**src/rtl/mips_pkg.sv**
```systemverilog
// rtl/mips_pkg.sv - shared control-bundle types and encodings for the ID/EX stage
package mips_pkg;

  typedef struct packed {
    logic       branch;
    logic       mem_read;
    logic       mem_write;
    logic       alu_src;
    logic       reg_write;
    logic [1:0] reg_dst;
    logic [1:0] mem_to_reg;
    logic [1:0] alu_op;
  } ctrl_t;

  localparam logic [1:0] REGDST_RT    = 2'b00;
  localparam logic [1:0] REGDST_RD    = 2'b01;
  localparam logic [1:0] REGDST_RA    = 2'b10;

  localparam logic [1:0] MEMTOREG_ALU = 2'b00;
  localparam logic [1:0] MEMTOREG_MEM = 2'b01;
  localparam logic [1:0] MEMTOREG_PC4 = 2'b10;

  localparam int REG_RA = 31;

endpackage

```
**src/rtl/hazard_detect.sv**
```systemverilog
// rtl/hazard_detect.sv - combinational load-use hazard check between EX and ID
module hazard_detect #(
  parameter int REG_ADDR_W = 5
) (
  input  logic                  ex_valid,
  input  logic                  ex_mem_read,
  input  logic [REG_ADDR_W-1:0] ex_rt,
  input  logic                  id_valid,
  input  logic [REG_ADDR_W-1:0] id_rs,
  input  logic [REG_ADDR_W-1:0] id_rt,
  input  logic                  id_alu_src,
  input  logic                  id_mem_write,
  output logic                  load_use
);

  logic uses_rt;

  // rt is a source operand for R-type/branch (alu_src=0) and for stores (store data)
  assign uses_rt  = !id_alu_src | id_mem_write;
  assign load_use = ex_valid & ex_mem_read & (ex_rt != '0) & id_valid &
                    ((ex_rt == id_rs) | (uses_rt & (ex_rt == id_rt)));

endmodule

```
**src/rtl/id_ex_stage.sv**
```systemverilog
// rtl/id_ex_stage.sv - ID/EX pipeline register with load-use bubble insertion (option: ID_EX_BUBBLE_CNT_EN)
module id_ex_stage
  import mips_pkg::*;
#(
  parameter int DATA_W     = 32,
  parameter int REG_ADDR_W = 5
`ifdef ID_EX_BUBBLE_CNT_EN
  ,
  parameter int CNT_W      = 16
`endif
) (
  input  logic                  clk,
  input  logic                  rst_n,
  input  logic                  id_valid_i,
  input  logic [1:0]            id_reg_dst_i,
  input  logic                  id_branch_i,
  input  logic                  id_mem_read_i,
  input  logic                  id_mem_write_i,
  input  logic                  id_alu_src_i,
  input  logic                  id_reg_write_i,
  input  logic [1:0]            id_mem_to_reg_i,
  input  logic [1:0]            id_alu_op_i,
  input  logic [REG_ADDR_W-1:0] id_rs_i,
  input  logic [REG_ADDR_W-1:0] id_rt_i,
  input  logic [REG_ADDR_W-1:0] id_rd_i,
  input  logic [DATA_W-1:0]     id_rdata1_i,
  input  logic [DATA_W-1:0]     id_rdata2_i,
  input  logic [DATA_W-1:0]     id_imm_i,
  input  logic [DATA_W-1:0]     id_pc4_i,
  input  logic [5:0]            id_funct_i,
  input  logic                  flush_i,
  input  logic                  ex_hold_i,
  output logic                  ex_valid_o,
  output logic [1:0]            ex_reg_dst_o,
  output logic                  ex_branch_o,
  output logic                  ex_mem_read_o,
  output logic                  ex_mem_write_o,
  output logic                  ex_alu_src_o,
  output logic                  ex_reg_write_o,
  output logic [1:0]            ex_mem_to_reg_o,
  output logic [1:0]            ex_alu_op_o,
  output logic [REG_ADDR_W-1:0] ex_rs_o,
  output logic [REG_ADDR_W-1:0] ex_rt_o,
  output logic [REG_ADDR_W-1:0] ex_rd_o,
  output logic [DATA_W-1:0]     ex_rdata1_o,
  output logic [DATA_W-1:0]     ex_rdata2_o,
  output logic [DATA_W-1:0]     ex_imm_o,
  output logic [DATA_W-1:0]     ex_pc4_o,
  output logic [5:0]            ex_funct_o,
  output logic [REG_ADDR_W-1:0] ex_wreg_o,
`ifdef ID_EX_BUBBLE_CNT_EN
  output logic [CNT_W-1:0]      bubble_cnt_o,
`endif
  output logic                  stall_o
);

  ctrl_t                  id_ctrl;
  ctrl_t                  ex_ctrl;
  logic                   load_use;
  logic [REG_ADDR_W-1:0]  wreg_next;

  assign id_ctrl = '{branch:     id_branch_i,
                     mem_read:   id_mem_read_i,
                     mem_write:  id_mem_write_i,
                     alu_src:    id_alu_src_i,
                     reg_write:  id_reg_write_i,
                     reg_dst:    id_reg_dst_i,
                     mem_to_reg: id_mem_to_reg_i,
                     alu_op:     id_alu_op_i};

  hazard_detect #(.REG_ADDR_W(REG_ADDR_W)) u_hazard (
    .ex_valid     (ex_valid_o),
    .ex_mem_read  (ex_mem_read_o),
    .ex_rt        (ex_rt_o),
    .id_valid     (id_valid_i),
    .id_rs        (id_rs_i),
    .id_rt        (id_rt_i),
    .id_alu_src   (id_alu_src_i),
    .id_mem_write (id_mem_write_i),
    .load_use     (load_use)
  );

  assign stall_o = !flush_i & (ex_hold_i | load_use);

  // RegDst is a don't-care for non-writing instructions, so gate on reg_write
  always_comb begin
    wreg_next = '0;
    if (id_valid_i && id_reg_write_i) begin
      case (id_reg_dst_i)
        REGDST_RT: wreg_next = id_rt_i;
        REGDST_RD: wreg_next = id_rd_i;
        REGDST_RA: wreg_next = REG_ADDR_W'(REG_RA);
        default:   wreg_next = '0;
      endcase
    end
  end

  always_ff @(posedge clk or negedge rst_n) begin
    if (!rst_n) begin
      ex_valid_o  <= 1'b0;
      ex_ctrl     <= '0;
      ex_wreg_o   <= '0;
      ex_rs_o     <= '0;
      ex_rt_o     <= '0;
      ex_rd_o     <= '0;
      ex_rdata1_o <= '0;
      ex_rdata2_o <= '0;
      ex_imm_o    <= '0;
      ex_pc4_o    <= '0;
      ex_funct_o  <= '0;
    end else if (flush_i || !ex_hold_i) begin
      // data fields follow ID even on a bubble; only controls are squashed
      ex_rs_o     <= id_rs_i;
      ex_rt_o     <= id_rt_i;
      ex_rd_o     <= id_rd_i;
      ex_rdata1_o <= id_rdata1_i;
      ex_rdata2_o <= id_rdata2_i;
      ex_imm_o    <= id_imm_i;
      ex_pc4_o    <= id_pc4_i;
      ex_funct_o  <= id_funct_i;
      if (flush_i || load_use) begin
        ex_valid_o <= 1'b0;
        ex_ctrl    <= '0;
        ex_wreg_o  <= '0;
      end else begin
        ex_valid_o <= id_valid_i;
        ex_ctrl    <= id_valid_i ? id_ctrl : '0;
        ex_wreg_o  <= wreg_next;
      end
    end
  end

  assign ex_branch_o     = ex_ctrl.branch;
  assign ex_mem_read_o   = ex_ctrl.mem_read;
  assign ex_mem_write_o  = ex_ctrl.mem_write;
  assign ex_alu_src_o    = ex_ctrl.alu_src;
  assign ex_reg_write_o  = ex_ctrl.reg_write;
  assign ex_reg_dst_o    = ex_ctrl.reg_dst;
  assign ex_mem_to_reg_o = ex_ctrl.mem_to_reg;
  assign ex_alu_op_o     = ex_ctrl.alu_op;

`ifdef ID_EX_BUBBLE_CNT_EN
  always_ff @(posedge clk or negedge rst_n) begin
    if (!rst_n) begin
      bubble_cnt_o <= '0;
    end else if (!flush_i && !ex_hold_i && load_use && (bubble_cnt_o != '1)) begin
      bubble_cnt_o <= bubble_cnt_o + 1'b1;
    end
  end
`endif

endmodule

```
**config.mk**
```make
export PLATFORM = sky130hd
export DESIGN_NAME = id_ex_stage
export DESIGN_NICKNAME = d
export VERILOG_FILES = /design/src/rtl/mips_pkg.sv /design/src/rtl/hazard_detect.sv /design/src/rtl/id_ex_stage.sv
export SDC_FILE = /design/constraint.sdc
export NUM_CORES = 1
export LEC_CHECK = 0
export ABC_AREA = 1
export CELL_PAD_IN_SITES_DETAIL_PLACEMENT = 1
export CELL_PAD_IN_SITES_GLOBAL_PLACEMENT = 2
export CORE_MARGIN = 5
export CORE_UTILIZATION = 22
export DETAILED_ROUTE_END_ITERATION = 6
export PLACE_DENSITY_LB_ADDON = 0.3
export SLEW_MARGIN = 40
export SYNTH_ARGS = -nofsm -noshare
export SYNTH_HDL_FRONTEND = slang
export SYNTH_SLANG_ARGS = --single-unit
```
**constraint.sdc**
```tcl
create_clock -name clk -period 1.51 [get_ports clk]
set_input_delay 0.302 -clock clk [delete_from_list [all_inputs] [get_ports clk]]
set_output_delay 0.302 -clock clk [all_outputs]
set_load 0.02 [all_outputs]
```
==> out/results.ini <==
[power_and_ir_drop]
seqPwrFrac_pct = 42.9
leakage_nw = 5.84
ir_worst_vdd_v = 0.000568
p_comb_share_pct = 19.7
intPower_mw = 8.34
swShare_pct = 28.3
clkPwrFrac_pct = 37.4
power.density_nw_per_um2 = 1040
power.switching_mw = 3.29

[route]
drt_first_pass_iters = 4
avgViaCountPerCell = 4.05
wl_per_cell_um = 16.4
drt-total-wl_um = 25400
drc_errors = 0
drt_iter0_drc = 249
drtAntennaViolNets = 0
vias = 6285

[status]
violations = negative setup slack
status = finished with violations

[critical_path]
worst_path_most_repeated_cell = nand2_1
endpoint = stall_o
r2r_slack_ps = 90
reg2reg_depth = 9
required_ps = 1210
crit_cells = 10
critPathMaxStageDelay_ps = 530
r2r_end = ex_wreg_o[2]$_DFFE_PN0P_
endpoint_kind = output pin
cp_cell_sequence = clkdlybuf4s50_1 -> inv_1 -> nand2_1 -> nand2_1 -> nor2_1 -> nand3_1 -> nand2_2 -> nand2_4 -> o21ai_2 -> buf_6
setup.worst_path.class = primary input to output pin
worstSetupStartpoint = id_rt_i[2]
rr_startpoint = ex_rt_o[4]$_DFFE_PN0P_
cp.arrival_ps = 1630
cp_max_fo = 3
slowest_stage = clkdlybuf4s50_1
path_buf_inv = 3
startpoint_type = primary input
cp_top_family = buffers and inverters

[floorplanning]
die_area_sq_um = 33800
die_w_um = 184
num_rows = 63
die_h_um = 184
fp.coreArea_sq_um = 29700
initial_core_util_pct = 22.4
boundaryPins = 332

[timing]
min_period_ps = 1930
worstMarginPinSlew_ps = 312
timing.fmax_ghz = 0.518
slew_violations = 0
clock_skew_ps = 12.2
finalHoldViolCount = 0
fin_crit_sh_pct = 128
setup_ws_ps = -419
fin_tns_setup_ps = -512
grt_setup_unrepaired = yes
holdWs_ps = 333
max_slew_margin_pct = 79.1
setup_viol = 3

[synth]
synth_area_per_cell_sq_um = 8.43
synth.distinct_cells = 20
yosysTopAreaCell = dfrtp_1
ys_top_cells_by_count = nand2_1 (500), dfrtp_1 (166), buf_2 (29)
syn_area_sq_um = 6650
async_reset_ff_share_pct = 100
netlist_instances = 788
ys_top_cells_by_area = dfrtp_1 (63%), nand2_1 (28%), buf_2 (2.2%)
netlist.area_leader.share_pct = 62.5
synth.most_common_cell = nand2_1
yosysWarningCount = 0
syn_nets = 953
ys_ff_latch = 166
ys_seq_area_share_pct = 62.5
synth_edf_count = 0
synthFlopType = dfrtp_1

[cts]
cts_buffers = 17
root_buffer = clkbuf_16
cts.sinks = 166
cts_tree = built
ctsLongestPathBuffers = 2
clk_latency_ps = 420
clkSlewWorstSetupHoldPaths_ps = 70
cts_max_level = 4

[global_route]
grt_usage_pct = 14.9
grt_max_degree = 44
antenna_found_initial = 1
grt_pass1_wl_um = 39400
globalRoute.totalOverflow = 0
grt_pass1_vias = 6674

[job]
cap_violations = 0

[placed_design]
portBuffers = 331
pre_cts_slack_ps = -882
place.gp.congestion = 0.793
dp_hpwl_um = 19300

[cells_and_area]
areaGrowthSynthToFinish_pct = 67.7
n_fill_cell = 3523
final_nets = 1316
antennaDiodeCount = 0
drive_above_1_share_pct = 9.46

[min_path]
min_path_type = primary input to async pin

worst reg2reg max path, delay by kind of cell (launching register included):
kind / cells / cell delay, ps
buf+inv: 4 / 450
simple gates: 5 / 480
flops: 1 / 430
registers in the layout, indices dropped and copies added (netlist names), 2 cells and up:
signal           flops
ex_rt_o              5
ex_rdata2_o         32
ex_alu_op_o          2
ex_wreg_o            5
ex_mem_to_reg_o      2
ex_imm_o            32
ex_rd_o              5
ex_pc4_o            32
ex_reg_dst_o         2
ex_rs_o              5
ex_funct_o           6
ex_rdata1_o         32
power by group through the flow:
stage | logic [mW] | registers (mW) | clock network, mW
after detailed placement | 2.58 | 5.08 | 0
after CTS | 2.35 | 4.99 | 4.53
after global routing | 2.51 | 5.03 | 4.75
after global placement | 2.57 | 5.07 | 0
after floorplan | 0.519 | 5.51 | 0
final | 2.30 | 4.99 | 4.34
layer usage:
layer | vias to the layer above | GRT usage (%) | part of all wire [%]
li1 | 3123 | - | -
met1 | 2944 | 19.0 | 43
met5 | - | 0 | 0.043
met2 | 191 | 24.1 | 47
met4 | 2 | 3.87 | 1.6
met3 | 25 | 5.36 | 8.4
layout by cell type, fill, tap and decap left out, types with 17 or more instances in the layout:
cell type,netlist,routed
dlygate4sd2_1,0,136
clkbuf_16,0,17
dfrtp_1,166,161
clkdlybuf4s50_1,0,163
nand4_1,19,19
clkdlybuf4s15_1,0,19
nand2_1,500,496
buf_4,3,42
inv_1,22,22
per-stage QoR:
step                cells  instance area [sq um]  utilization [%]  total power, mW
floorplan             788                   6650                -             6.03
global placement     1519                  10700             36.2             7.64
detailed placement   1519                  10700             36.2             7.66
CTS                  1552                  11100             37.5             11.9
global route         1553                  11100             37.5             12.3
finish               1553                  11100             37.5             11.6
area by class of cell:
class | instances | area, sq um | share of cell area (%)
clock buffers | 23 | 468 | 4.20
clock inverters | 8 | 100 | 0.898
inverters | 29 | 114 | 1.02
multi-input cells | 555 | 2210 | 19.8
flip-flops and latches | 166 | 4160 | 37.3
well taps | 390 | 488 | 4.38
repair buffers | 382 | 3600 | 32.3
logic make-up (layout without fill, tap and decap cells):
family	Yosys count	after routing	share of synthesized area, %
AND/OR/NAND/NOR	538	538	31.4
flip-flops	166	166	62.5
buffers and inverters	67	442	4.61
AO/OA/AOI/OAI	16	16	1.39
XOR/XNOR	1	1	0.132
timing repair:
action | CTS | global route
hold buffers | 1 | 0
buffers inserted | 1 | 1
resized for setup | 193 | 37
endpoints found under the hold margin | 20 | 0
pin swaps | 0 | 9
setup endpoints to repair | 167 | 45
worst min path at each step:
stage                                   to  depth (start not counted)
6_report          ex_pc4_o[27]$_DFFE_PN0P_                          2
5_1_grt        ex_rdata2_o[31]$_DFFE_PN0P_                          2
3_5_place_dp      ex_pc4_o[14]$_DFFE_PN0P_                          1
4_1_cts        ex_rdata2_o[31]$_DFFE_PN0P_                          2
3_3_place_gp      ex_pc4_o[27]$_DFFE_PN0P_                          1
2_1_floorplan   ex_alu_op_o[0]$_DFFE_PN0P_                          0
No activity file was read; power rests on OpenSTA's default activity.
